**src/rtl/median_scan_ctrl_if.sv**
```systemverilog
// Read-port and window-handshake bundle between median_scan_ctrl and the
// pixel memory / median core.
interface median_scan_ctrl_if #(
    parameter int ADDR_WIDTH = 18,
    parameter int DIM_WIDTH  = 10
);
    logic                  rd_en;
    logic [ADDR_WIDTH-1:0] rd_addr;
    logic [3:0]            tap_idx;
    logic                  tap_zero;
    logic                  win_valid;
    logic                  core_ready;
    logic [DIM_WIDTH-1:0]  pix_x;
    logic [DIM_WIDTH-1:0]  pix_y;

    modport master (
        output rd_en, rd_addr, tap_idx, tap_zero, win_valid, pix_x, pix_y,
        input  core_ready
    );

    modport slave (
        input  rd_en, rd_addr, tap_idx, tap_zero, win_valid, pix_x, pix_y,
        output core_ready
    );
endinterface

```
**src/rtl/median_scan_ctrl.sv**
```systemverilog
// Raster frame-scan sequencer issuing nine 3x3-window reads per output pixel.
// Optional macro ZERO_PAD_EN: out-of-frame taps become zero taps instead of clamped reads.
module median_scan_ctrl #(
    parameter int ADDR_WIDTH = 18,
    parameter int DIM_WIDTH  = 10
) (
    input  logic                  CLK,
    input  logic                  RST,
    input  logic                  start,
    input  logic                  abort,
    input  logic [DIM_WIDTH-1:0]  width,
    input  logic [DIM_WIDTH-1:0]  height,
    median_scan_ctrl_if.master    bus,
    output logic                  busy,
    output logic                  done
);
    typedef enum logic [2:0] {
        S_IDLE  = 3'd0,
        S_FETCH = 3'd1,
        S_LAST  = 3'd2,
        S_WAIT  = 3'd3,
        S_DONE  = 3'd4
    } state_t;

    localparam logic [DIM_WIDTH-1:0]  D_ZERO = {DIM_WIDTH{1'b0}};
    localparam logic [DIM_WIDTH-1:0]  D_ONE  = DIM_WIDTH'(1);
    localparam logic [ADDR_WIDTH-1:0] A_ZERO = {ADDR_WIDTH{1'b0}};

    state_t                r_state, w_state_nxt;
    logic [3:0]            r_k, w_k_nxt;
    logic [DIM_WIDTH-1:0]  r_pix_x, w_pix_x_nxt;
    logic [DIM_WIDTH-1:0]  r_pix_y, w_pix_y_nxt;
    logic [DIM_WIDTH-1:0]  r_width, w_width_nxt;
    logic [DIM_WIDTH-1:0]  r_height, w_height_nxt;
    logic [ADDR_WIDTH-1:0] r_row_prev, w_row_prev_nxt;
    logic [ADDR_WIDTH-1:0] r_row_cur, w_row_cur_nxt;
    logic [ADDR_WIDTH-1:0] r_row_next, w_row_next_nxt;

    logic                  r_rd_en, w_rd_en;
    logic [ADDR_WIDTH-1:0] r_rd_addr, w_rd_addr;
    logic [3:0]            r_tap_idx, w_tap_idx;
    logic                  r_tap_zero, w_tap_zero;
    logic                  r_win_valid, w_win_valid;
    logic                  r_busy, w_busy;
    logic                  r_done, w_done;

    logic [1:0]            w_dx, w_dy;
    logic [DIM_WIDTH-1:0]  w_col;
    logic [ADDR_WIDTH-1:0] w_base;

    // State register
    always_ff @(posedge CLK) begin
        if (RST) begin
            r_state <= S_IDLE;
        end else begin
            r_state <= w_state_nxt;
        end
    end

    // Next-state and counter / row-base update logic
    always_comb begin
        w_state_nxt    = r_state;
        w_k_nxt        = r_k;
        w_pix_x_nxt    = r_pix_x;
        w_pix_y_nxt    = r_pix_y;
        w_width_nxt    = r_width;
        w_height_nxt   = r_height;
        w_row_prev_nxt = r_row_prev;
        w_row_cur_nxt  = r_row_cur;
        w_row_next_nxt = r_row_next;
        case (r_state)
            S_IDLE: begin
                if (start) begin
                    w_width_nxt  = width;
                    w_height_nxt = height;
                    if ((width == D_ZERO) || (height == D_ZERO)) begin
                        w_state_nxt = S_DONE;
                    end else begin
                        w_pix_x_nxt    = D_ZERO;
                        w_pix_y_nxt    = D_ZERO;
                        w_k_nxt        = 4'd0;
                        w_row_prev_nxt = A_ZERO;
                        w_row_cur_nxt  = A_ZERO;
                        w_row_next_nxt = (height > D_ONE) ? ADDR_WIDTH'(width) : A_ZERO;
                        w_state_nxt    = S_FETCH;
                    end
                end else begin
                    w_state_nxt = S_IDLE;
                end
            end
            S_FETCH: begin
                if (abort) begin
                    w_state_nxt = S_IDLE;
                end else if (r_k == 4'd8) begin
                    w_state_nxt = S_LAST;
                end else begin
                    w_k_nxt = r_k + 4'd1;
                end
            end
            S_LAST: begin
                if (abort) begin
                    w_state_nxt = S_IDLE;
                end else begin
                    w_state_nxt = S_WAIT;
                end
            end
            S_WAIT: begin
                if (abort) begin
                    w_state_nxt = S_IDLE;
                end else if (bus.core_ready) begin
                    w_k_nxt = 4'd0;
                    if (r_pix_x != (r_width - D_ONE)) begin
                        w_pix_x_nxt = r_pix_x + D_ONE;
                        w_state_nxt = S_FETCH;
                    end else if (r_pix_y != (r_height - D_ONE)) begin
                        w_pix_x_nxt    = D_ZERO;
                        w_pix_y_nxt    = r_pix_y + D_ONE;
                        w_row_prev_nxt = r_row_cur;
                        w_row_cur_nxt  = r_row_next;
                        // Once the new row is the bottom row, row_next stays put to clamp dy=2.
                        if ((r_pix_y + D_ONE) != (r_height - D_ONE)) begin
                            w_row_next_nxt = r_row_next + ADDR_WIDTH'(r_width);
                        end else begin
                            w_row_next_nxt = r_row_next;
                        end
                        w_state_nxt = S_FETCH;
                    end else begin
                        w_state_nxt = S_DONE;
                    end
                end else begin
                    w_state_nxt = S_WAIT;
                end
            end
            S_DONE: begin
                w_state_nxt = S_IDLE;
            end
            default: begin
                w_state_nxt = S_IDLE;
            end
        endcase
    end

    // Output decode from next-cycle values so every output leaves a flop
    always_comb begin
        case (w_k_nxt)
            4'd0:    {w_dy, w_dx} = {2'd0, 2'd0};
            4'd1:    {w_dy, w_dx} = {2'd0, 2'd1};
            4'd2:    {w_dy, w_dx} = {2'd0, 2'd2};
            4'd3:    {w_dy, w_dx} = {2'd1, 2'd0};
            4'd4:    {w_dy, w_dx} = {2'd1, 2'd1};
            4'd5:    {w_dy, w_dx} = {2'd1, 2'd2};
            4'd6:    {w_dy, w_dx} = {2'd2, 2'd0};
            4'd7:    {w_dy, w_dx} = {2'd2, 2'd1};
            4'd8:    {w_dy, w_dx} = {2'd2, 2'd2};
            default: {w_dy, w_dx} = {2'd1, 2'd1};
        endcase
        case (w_dx)
            2'd0:    w_col = (w_pix_x_nxt == D_ZERO) ? D_ZERO : (w_pix_x_nxt - D_ONE);
            2'd2:    w_col = (w_pix_x_nxt == (w_width_nxt - D_ONE)) ? w_pix_x_nxt : (w_pix_x_nxt + D_ONE);
            default: w_col = w_pix_x_nxt;
        endcase
        case (w_dy)
            2'd0:    w_base = w_row_prev_nxt;
            2'd2:    w_base = w_row_next_nxt;
            default: w_base = w_row_cur_nxt;
        endcase
        w_rd_addr = w_base + ADDR_WIDTH'(w_col);
        w_tap_idx = w_k_nxt;
`ifdef ZERO_PAD_EN
        if (w_state_nxt == S_FETCH) begin
            w_tap_zero = ((w_dx == 2'd0) && (w_pix_x_nxt == D_ZERO))
                      || ((w_dx == 2'd2) && (w_pix_x_nxt == (w_width_nxt - D_ONE)))
                      || ((w_dy == 2'd0) && (w_pix_y_nxt == D_ZERO))
                      || ((w_dy == 2'd2) && (w_pix_y_nxt == (w_height_nxt - D_ONE)));
            w_rd_en    = ~w_tap_zero;
        end else begin
            w_tap_zero = 1'b0;
            w_rd_en    = 1'b0;
        end
`else
        w_rd_en    = (w_state_nxt == S_FETCH);
        w_tap_zero = 1'b0;
`endif
        w_win_valid = (w_state_nxt == S_WAIT);
        w_busy      = (w_state_nxt != S_IDLE);
        w_done      = (w_state_nxt == S_DONE);
    end

    // Datapath and output registers
    always_ff @(posedge CLK) begin
        if (RST) begin
            r_k         <= 4'd0;
            r_pix_x     <= D_ZERO;
            r_pix_y     <= D_ZERO;
            r_width     <= D_ZERO;
            r_height    <= D_ZERO;
            r_row_prev  <= A_ZERO;
            r_row_cur   <= A_ZERO;
            r_row_next  <= A_ZERO;
            r_rd_en     <= 1'b0;
            r_rd_addr   <= A_ZERO;
            r_tap_idx   <= 4'd0;
            r_tap_zero  <= 1'b0;
            r_win_valid <= 1'b0;
            r_busy      <= 1'b0;
            r_done      <= 1'b0;
        end else begin
            r_k         <= w_k_nxt;
            r_pix_x     <= w_pix_x_nxt;
            r_pix_y     <= w_pix_y_nxt;
            r_width     <= w_width_nxt;
            r_height    <= w_height_nxt;
            r_row_prev  <= w_row_prev_nxt;
            r_row_cur   <= w_row_cur_nxt;
            r_row_next  <= w_row_next_nxt;
            r_rd_en     <= w_rd_en;
            r_rd_addr   <= w_rd_addr;
            r_tap_idx   <= w_tap_idx;
            r_tap_zero  <= w_tap_zero;
            r_win_valid <= w_win_valid;
            r_busy      <= w_busy;
            r_done      <= w_done;
        end
    end

    assign bus.rd_en     = r_rd_en;
    assign bus.rd_addr   = r_rd_addr;
    assign bus.tap_idx   = r_tap_idx;
    assign bus.tap_zero  = r_tap_zero;
    assign bus.win_valid = r_win_valid;
    assign bus.pix_x     = r_pix_x;
    assign bus.pix_y     = r_pix_y;
    assign busy          = r_busy;
    assign done          = r_done;
endmodule

```
**src/flat_wrapper.sv**
```systemverilog
// flat-port wrapper written by rule: the top's interface ports become plain ports
module median_scan_ctrl_flat 
#(
    parameter int ADDR_WIDTH = 18,
    parameter int DIM_WIDTH  = 10
)
  (CLK, RST, start, abort, width, height, busy, done, bus_rd_en, bus_rd_addr, bus_tap_idx, bus_tap_zero, bus_win_valid, bus_pix_x, bus_pix_y, bus_core_ready);
  median_scan_ctrl_if #(.ADDR_WIDTH(ADDR_WIDTH), .DIM_WIDTH(DIM_WIDTH)) bus_i ();
  input  logic CLK;
  input  logic RST;
  input  logic start;
  input  logic abort;
  input  logic [DIM_WIDTH-1:0] width;
  input  logic [DIM_WIDTH-1:0] height;
  output logic busy;
  output logic done;
  output wire logic [$bits(bus_i.rd_en)-1:0] bus_rd_en;
  output wire logic [$bits(bus_i.rd_addr)-1:0] bus_rd_addr;
  output wire logic [$bits(bus_i.tap_idx)-1:0] bus_tap_idx;
  output wire logic [$bits(bus_i.tap_zero)-1:0] bus_tap_zero;
  output wire logic [$bits(bus_i.win_valid)-1:0] bus_win_valid;
  output wire logic [$bits(bus_i.pix_x)-1:0] bus_pix_x;
  output wire logic [$bits(bus_i.pix_y)-1:0] bus_pix_y;
  input wire logic [$bits(bus_i.core_ready)-1:0] bus_core_ready;
  assign bus_rd_en = bus_i.rd_en;
  assign bus_rd_addr = bus_i.rd_addr;
  assign bus_tap_idx = bus_i.tap_idx;
  assign bus_tap_zero = bus_i.tap_zero;
  assign bus_win_valid = bus_i.win_valid;
  assign bus_pix_x = bus_i.pix_x;
  assign bus_pix_y = bus_i.pix_y;
  assign bus_i.core_ready = bus_core_ready;
  median_scan_ctrl #(.ADDR_WIDTH(ADDR_WIDTH), .DIM_WIDTH(DIM_WIDTH)) u_core (.CLK(CLK), .RST(RST), .start(start), .abort(abort), .width(width), .height(height), .bus(bus_i), .busy(busy), .done(done));
endmodule
```
**config.mk**
```make
export PLATFORM = sky130hd
export DESIGN_NAME = median_scan_ctrl_flat
export DESIGN_NICKNAME = d
export VERILOG_FILES = /design/src/rtl/median_scan_ctrl_if.sv /design/src/rtl/median_scan_ctrl.sv /design/src/flat_wrapper.sv
export SDC_FILE = /design/constraint.sdc
export NUM_CORES = 1
export LEC_CHECK = 0
export ABC_AREA = 1
export CAP_MARGIN = 20
export CORE_UTILIZATION = 67
export CTS_BUF_LIST = sky130_fd_sc_hd__clkbuf_4
export CTS_CLUSTER_SIZE = 24
export DETAILED_ROUTE_END_ITERATION = 10
export PLACE_DENSITY_LB_ADDON = 0.12
export SYNTH_ARGS = -nofsm -noshare
export SYNTH_HDL_FRONTEND = slang
export SYNTH_SLANG_ARGS = --single-unit
```
**constraint.sdc**
```tcl
create_clock -name CLK -period 14.63 [get_ports CLK]
set_input_delay 2.926 -clock CLK [delete_from_list [all_inputs] [get_ports CLK]]
set_output_delay 2.926 -clock CLK [all_outputs]
set_load 0.05 [all_outputs]
```
* After elaboration in Yosys (flattened, before gate mapping)
Memories as Yosys holds them, arrays and structs flattened. Cells that the tools add are included.
Storage, ports and cells: output and inout port bits 47, bits in read-only memories 64, register bits 123, logic and storage cells 116, memories kept 1, input port bits 25
Cells by class: equality and inequality tests 19, reductions and logical operators 11, $lt $le $gt $ge 1, add/sub/neg operators 10, muxes and demuxes 60
Memories:
- (name not given) | words 16, width 4, read ports 1, clocked after memory_dff 0, wr ports 0, RTL line median_scan_ctrl.sv:145 | case (w_k_nxt)
Operator list (count):
- 18-bit 2-to-1 mux | 19
- 10-bit 2-to-1 mux | 17
- 18-bit one-hot mux with 2 select lines | 4
- 10-bit one-hot mux with 2 select lines | 3
- 10-bit by 1-bit subtractor with 10-bit output (second input constant) | 4
- 18-bit by 10-bit adder with 18-bit output | 2
- 10-bit by 1-bit adder with 10-bit output (second input constant) | 3
- 10-bit logical NOT | 3
- 10-bit inequality test | 3
- 3-bit 2-to-1 mux | 8
- 4-bit 2-to-1 mux | 6
- 3-bit one-hot mux with 4 select lines | 1
- 4-bit one-hot mux with 3 select lines | 1
- 10-bit equality test | 1
- 10-bit by 1-bit > comparator with 1-bit output (second input constant) | 1
- 2-bit inequality test (second input constant) | 5
- 3-bit by 2-bit equality test with 1-bit output (second input constant) | 3
- 7-bit AND reduction | 1
- 3-bit by 1-bit equality test with 1-bit output (second input constant) | 2
- 4-bit by 1-bit adder with 4-bit output (second input constant) | 1
- 2-bit equality test (second input constant) | 2
- 4-bit equality test (second input constant) | 1
- 2-bit logical NOT | 2
- 3-bit equality test (second input constant) | 1
- other kinds (7) | 7

* Logic depth before layout (Yosys ltp)
depth in word-level cells 11, gate-level depth with buffers 48, depth with buffers taken out 47

* Worst setup path before layout
Ideal clock, no wire load.
path type input -> register, start point input height[7], end point register u_core.r_rd_addr[16] (netlist: u_core.bus.rd_addr[16]), data required time 14.566 ns, library setup time 0.064 ns, path buffers 0, cell stages on the path 37, slack 7.293 ns, arrival time 7.273 ns, cells stage by stage or2_0 -> nor3_2 -> nand2_1 -> nand2_1 -> nand2_1 -> nand3_1 -> o21ai_0 -> nand2_1 -> inv_1 -> ha_1 -> nor2_1 -> nor2_1 -> nor2_1 -> inv_1 -> nor2_4 -> nand2_1 -> nand2_1 -> nand2_1 -> a21oi_1 -> ha_1 -> inv_1 -> fa_1 -> o31ai_1 -> inv_1 -> o21ai_0 -> nand3_1 -> nand2_1 -> inv_1 -> nor2_1 -> o21ai_0 -> nand2_1 -> nand3_2 -> nor2_4 -> nand3_1 -> nand2_1 -> inv_1 -> nor2_1
On the way: cells in the longest elaborated chain, start to end 9, elaborated cells between the ends (all ways) 33, those cells by class add/sub (3); order compare (1); eq/ne (3); mux (20); reduce/logical (5); memory (1)
Ends and longest elaborated chain:
- start, declared | RTL line flat_wrapper.sv:14 | input logic [DIM_WIDTH-1:0] height;
- 10-bit logical NOT * | RTL line median_scan_ctrl.sv:76 | if ((width == D_ZERO) || (height == D_ZERO)) begin
- 1-bit logical OR * | RTL line median_scan_ctrl.sv:76
- 4-bit 2-to-1 mux * | RTL line median_scan_ctrl.sv:76
- 4-bit 2-to-1 mux * | RTL line median_scan_ctrl.sv:73 | if (start) begin
- 4-bit one-hot mux with 3 select lines * | RTL line median_scan_ctrl.sv:71 | case (r_state)
- named net u_core.w_k_nxt[0] | RTL line median_scan_ctrl.sv:30 | logic [3:0] r_k, w_k_nxt;
- memory 16 x 4 bit *
- 2-bit equality test, or another cell as far along | RTL line median_scan_ctrl.sv:162 | case (w_dy)
- 18-bit one-hot mux with 2 select lines / 10-bit one-hot mux with 2 select lines (equally long branches) | RTL line median_scan_ctrl.sv:162, median_scan_ctrl.sv:157
- 18-bit by 10-bit adder with 18-bit output * | RTL line median_scan_ctrl.sv:167 | w_rd_addr = w_base + ADDR_WIDTH'(w_col);
- end signal, assigned | RTL line median_scan_ctrl.sv:217 | r_rd_addr <= w_rd_addr;
- end, declared | RTL line median_scan_ctrl.sv:40 | logic [ADDR_WIDTH-1:0] r_rd_addr, w_rd_addr;
The timed path passes the listed nets; every way through them passes the cells marked *. A chain may end at the register's enable or synchronous reset.

* Final worst setup path
start point input abort, end point register u_core.r_rd_addr[12] (netlist: u_core.bus.rd_addr[12])
On the way: cells in the longest elaborated chain, start to end 6, elaborated cells between the ends (all ways) 25, those cells by class add/sub (3); eq/ne (3); mux (15); reduce/logical (3); memory (1)
Ends and longest elaborated chain:
- start, declared | RTL line flat_wrapper.sv:12 | input logic abort;
- 4-bit 2-to-1 mux, on equally long branches | RTL line median_scan_ctrl.sv:108, median_scan_ctrl.sv:92
- 4-bit one-hot mux with 3 select lines * | RTL line median_scan_ctrl.sv:71
- named net u_core.w_k_nxt[0] | RTL line median_scan_ctrl.sv:30
- memory 16 x 4 bit *
- 2-bit equality test, or another cell as far along | RTL line median_scan_ctrl.sv:162
- 18-bit one-hot mux with 2 select lines / 10-bit one-hot mux with 2 select lines (equally long branches) | RTL line median_scan_ctrl.sv:162, median_scan_ctrl.sv:157
- 18-bit by 10-bit adder with 18-bit output * | RTL line median_scan_ctrl.sv:167
Marks and branches as above.

==> metrics.yaml <==
clocking:
  clkLatencyLatePin_ns: 0.56
  cts_resized: 0
  htree_levels: 4
  cts_setup_buffers: 0
  root_buffer: "clkbuf_4"
  cts_tree: "done"
  cts_sinks: 123
  cts_buffers: 17
  clk_pin_slew_ns: 0.13
  cts_hold_buf: 0
  cts_buffer_depth: 2
yosys:
  syn_area_per_cell_um2: 6.20
  async_flop_share_pct: 0
  synth_top_area_share_pct: 24.9
  synthDistinctLibCells: 60
  synth_area_um2: 9910
  postSynthCellCount: 1597
  syn_nets: 1657
  seq_area_frac_synth_pct: 24.9
  synth_seq_cells: 123
  synth_area_leaders: "dfxtp_1 25%, nand2_1 15%, nor2_1 7.4%"
  yosys_most_used_dff: "dfxtp_1"
  yosysTopAreaCell: "dfxtp_1"
  synth_edf_count: 0
  ys_warn_count: 0
setup_path:
  rr_worst_depth: 38
  end_kind: "flop"
  reg2reg_from: "u_core.r_state[2]$_SDFF_PP0_"
  critPathKind: "input port to flop"
  rr_endpoint: "u_core.bus.rd_addr[12]$_SDFF_PP0_"
  max_stage_delay_ns: 0.75
  critPathMaxFanout: 14
  crit_path_start_kind: "input port"
  cp_slowest_cell: "nor2_1"
  cp.required_ns: 15.13
  cp.arrival_ns: 9.72
  crit_top_cell: "inv_1"
  r2r_slack_ns: 8.03
route:
  wl_per_cell_um: 15.7
  wl_um: 28800
  ant_nets: 0
  dr.pass1.iters: 6
  drt_iter0_markers: 1075
  drc_errors: 0
  viasPerCell: 5.86
  vias: 10800
floorplanning:
  die_h_um: 124
  die-area_um2: 15300
  pin_count: 72
  start_util_pct: 68.4
  rows: 44
  fp.dieW_um: 124
  fp.coreArea_um2: 14500
placed_design:
  placed_cells: 1805
  dp_hpwl_um: 21800
  port_buffers: 70
  gp_congestion: 0.973
final_layout:
  final_core_util_pct: 75.6
  layout_commonest_cell: "nand2_1"
  area_growth_pct: 10.5
  regArea_um2: 2460
  num-fill-cells: 1239
  drive_above_1_share_pct: 9.86
  stdcell_count: 1838
  multi_input_area_um2: 6380
  nets: 1700
  final_cell_mix: "394 x nand2_1, 195 x nor2_1, 187 x inv_1"
global_routing:
  grt_pass1_wl_um: 44500
  grtUsageTotal_pct: 37.8
  overflow: 0
  antenna_found_initial: 1
  grt_max_degree: 94
  grt_pass1_vias: 9145
timing:
  max-slew-margin-rel_pct: 25.4
  min_period_over_period_pct: 63.0
  setup_tns_ns: 0
  worst-slew-pin-transition_ns: 1.11
  drv_slew: 0
  rsz0062_at_grt: "false"
  finalSetupViolations: 0
  fin_crit_ns: 9.22
  hold_violations: 0
  skew_ns: 0.0228
  clock.fmax_ghz: 0.108
pwr:
  p_leak_nw: 5.01
  p_per_area_nw_per_um2: 81.7
  fin_total_pwr_mw: 0.895
  vdd_drop_max_uv: 77.4
worst_hold_path:
  hold_depth: 2
  hold_class: "flop to flop"
  min_to: "u_core.r_row_prev[14]$_SDFF_PP0_"
  min_from: "u_core.r_row_prev[14]$_SDFF_PP0_"
status:
  status: "complete, no violations"
job:
  max_cap_viol_count: 0
==> worst max-delay path: cells and delay by family <==
family	cells	cell delay (ns)
and+or+nand+nor	16	3.11
AOI/OAI and AO/OA	8	1.50
buffers and inverters	8	1.45
adders and majority gates	3	0.73
==> flip-flops by register name, indices dropped and copies added (netlist names) <==
signal / cells
u_core.r_k: 4
u_core.r_state: 3
u_core.bus.rd_en: 1
u_core.r_width: 10
u_core.r_row_prev: 18
u_core.r_row_cur: 18
u_core.done: 1
u_core.r_height: 10
u_core.bus.rd_addr: 18
u_core.r_row_next: 18
u_core.bus.pix_y: 10
u_core.bus.win_valid: 1
u_core.busy: 1
u_core.bus.pix_x: 10
==> logic make-up after synthesis <==
logic type,count (synthesis),share of synthesized area (%)
AOI/OAI and AO/OA,262,15.6
xor gates and xnor gates,39,3.45
adders and majority gates,35,4.57
buffers and inverters,268,10.7
DFF,123,24.9
other,1,0.0378
and+or+nand+nor,869,40.8
==> how the worst max path moves through the flow <==
| stage | start | end | slack (ns) |
|---|---|---|---|
| floorplan | height[7] | u_core.bus.rd_addr[16]$_SDFF_PP0_ | 7.29 |
| global placement | abort | u_core.bus.rd_addr[16]$_SDFF_PP0_ | 5.28 |
| finish | abort | u_core.bus.rd_addr[12]$_SDFF_PP0_ | 5.41 |
| detailed placement | abort | u_core.bus.rd_addr[12]$_SDFF_PP0_ | 4.97 |
| global route | abort | u_core.bus.rd_addr[12]$_SDFF_PP0_ | 4.85 |
| CTS | abort | u_core.bus.rd_addr[12]$_SDFF_PP0_ | 5.55 |
==> synthesized netlist by cell type (8+ instances only) <==
| library cell | n |
|---|---|
| nor3_1 | 12 |
| buf_2 | 14 |
| xnor2_1 | 8 |
| nor2_2 | 16 |
| ha_1 | 33 |
| xor2_1 | 31 |
| a22oi_1 | 26 |
| clkbuf_1 | 24 |
| nand2_2 | 26 |
| nand2_1 | 394 |
| o21ai_2 | 9 |
| o21bai_1 | 11 |
| nand3_2 | 12 |
| nand4_1 | 32 |
| inv_2 | 26 |
| inv_1 | 187 |
| o21ai_1 | 13 |
| nor2_1 | 195 |
| dfxtp_1 | 123 |
| nand3_1 | 133 |
| o22ai_1 | 8 |
| nor2_4 | 13 |
| o21ai_0 | 68 |
| a21oi_1 | 95 |
==> area by class of cell <==
class | count | area share [%]
antenna | 1 | 0.0228
multi-input combinational | 1206 | 58.3
timing repair buffer | 74 | 6.63
clock inverter | 15 | 1.85
sequential | 123 | 22.5
clock buffer | 17 | 1.17
inverter | 218 | 7.47
tap | 184 | 2.10
==> power breakdown <==
| group | switching, mW | total [mW] | internal (mW) | leakage, nW |
|---|---|---|---|---|
| sequential | 0.0180 | 0.365 | 0.347 | 1.00 |
| combinational | 0.167 | 0.247 | 0.0805 | 3.83 |
| clock | 0.157 | 0.283 | 0.126 | 0.179 |
| total | 0.342 | 0.895 | 0.554 | 5.01 |
==> metal layers <==
metal | up-vias | GRT usage (%) | routed length [µm] | part of all wire [%]
li1 | 5275 | - | - | -
met1 | 4888 | 49.4 | 12500 | 43
met2 | 514 | 59.1 | 12700 | 44
met3 | 91 | 8.93 | 2570 | 8.9
met4 | 0 | 16.6 | 1040 | 3.6
met5 | - | 0 | 0 | 0
==> per-stage QoR <==
step / hold WS (ns) / worst slack, ns / area, µm²
global route: 0.512 / 4.85 / 11000
global placement: 0.456 / 5.28 / 10600
floorplan: 0.444 / 7.29 / 9910
CTS: 0.482 / 5.55 / 11000
detailed placement: 0.462 / 4.97 / 10600
finish: 0.478 / 5.41 / 11000
(Power assumes the default switching activity.)
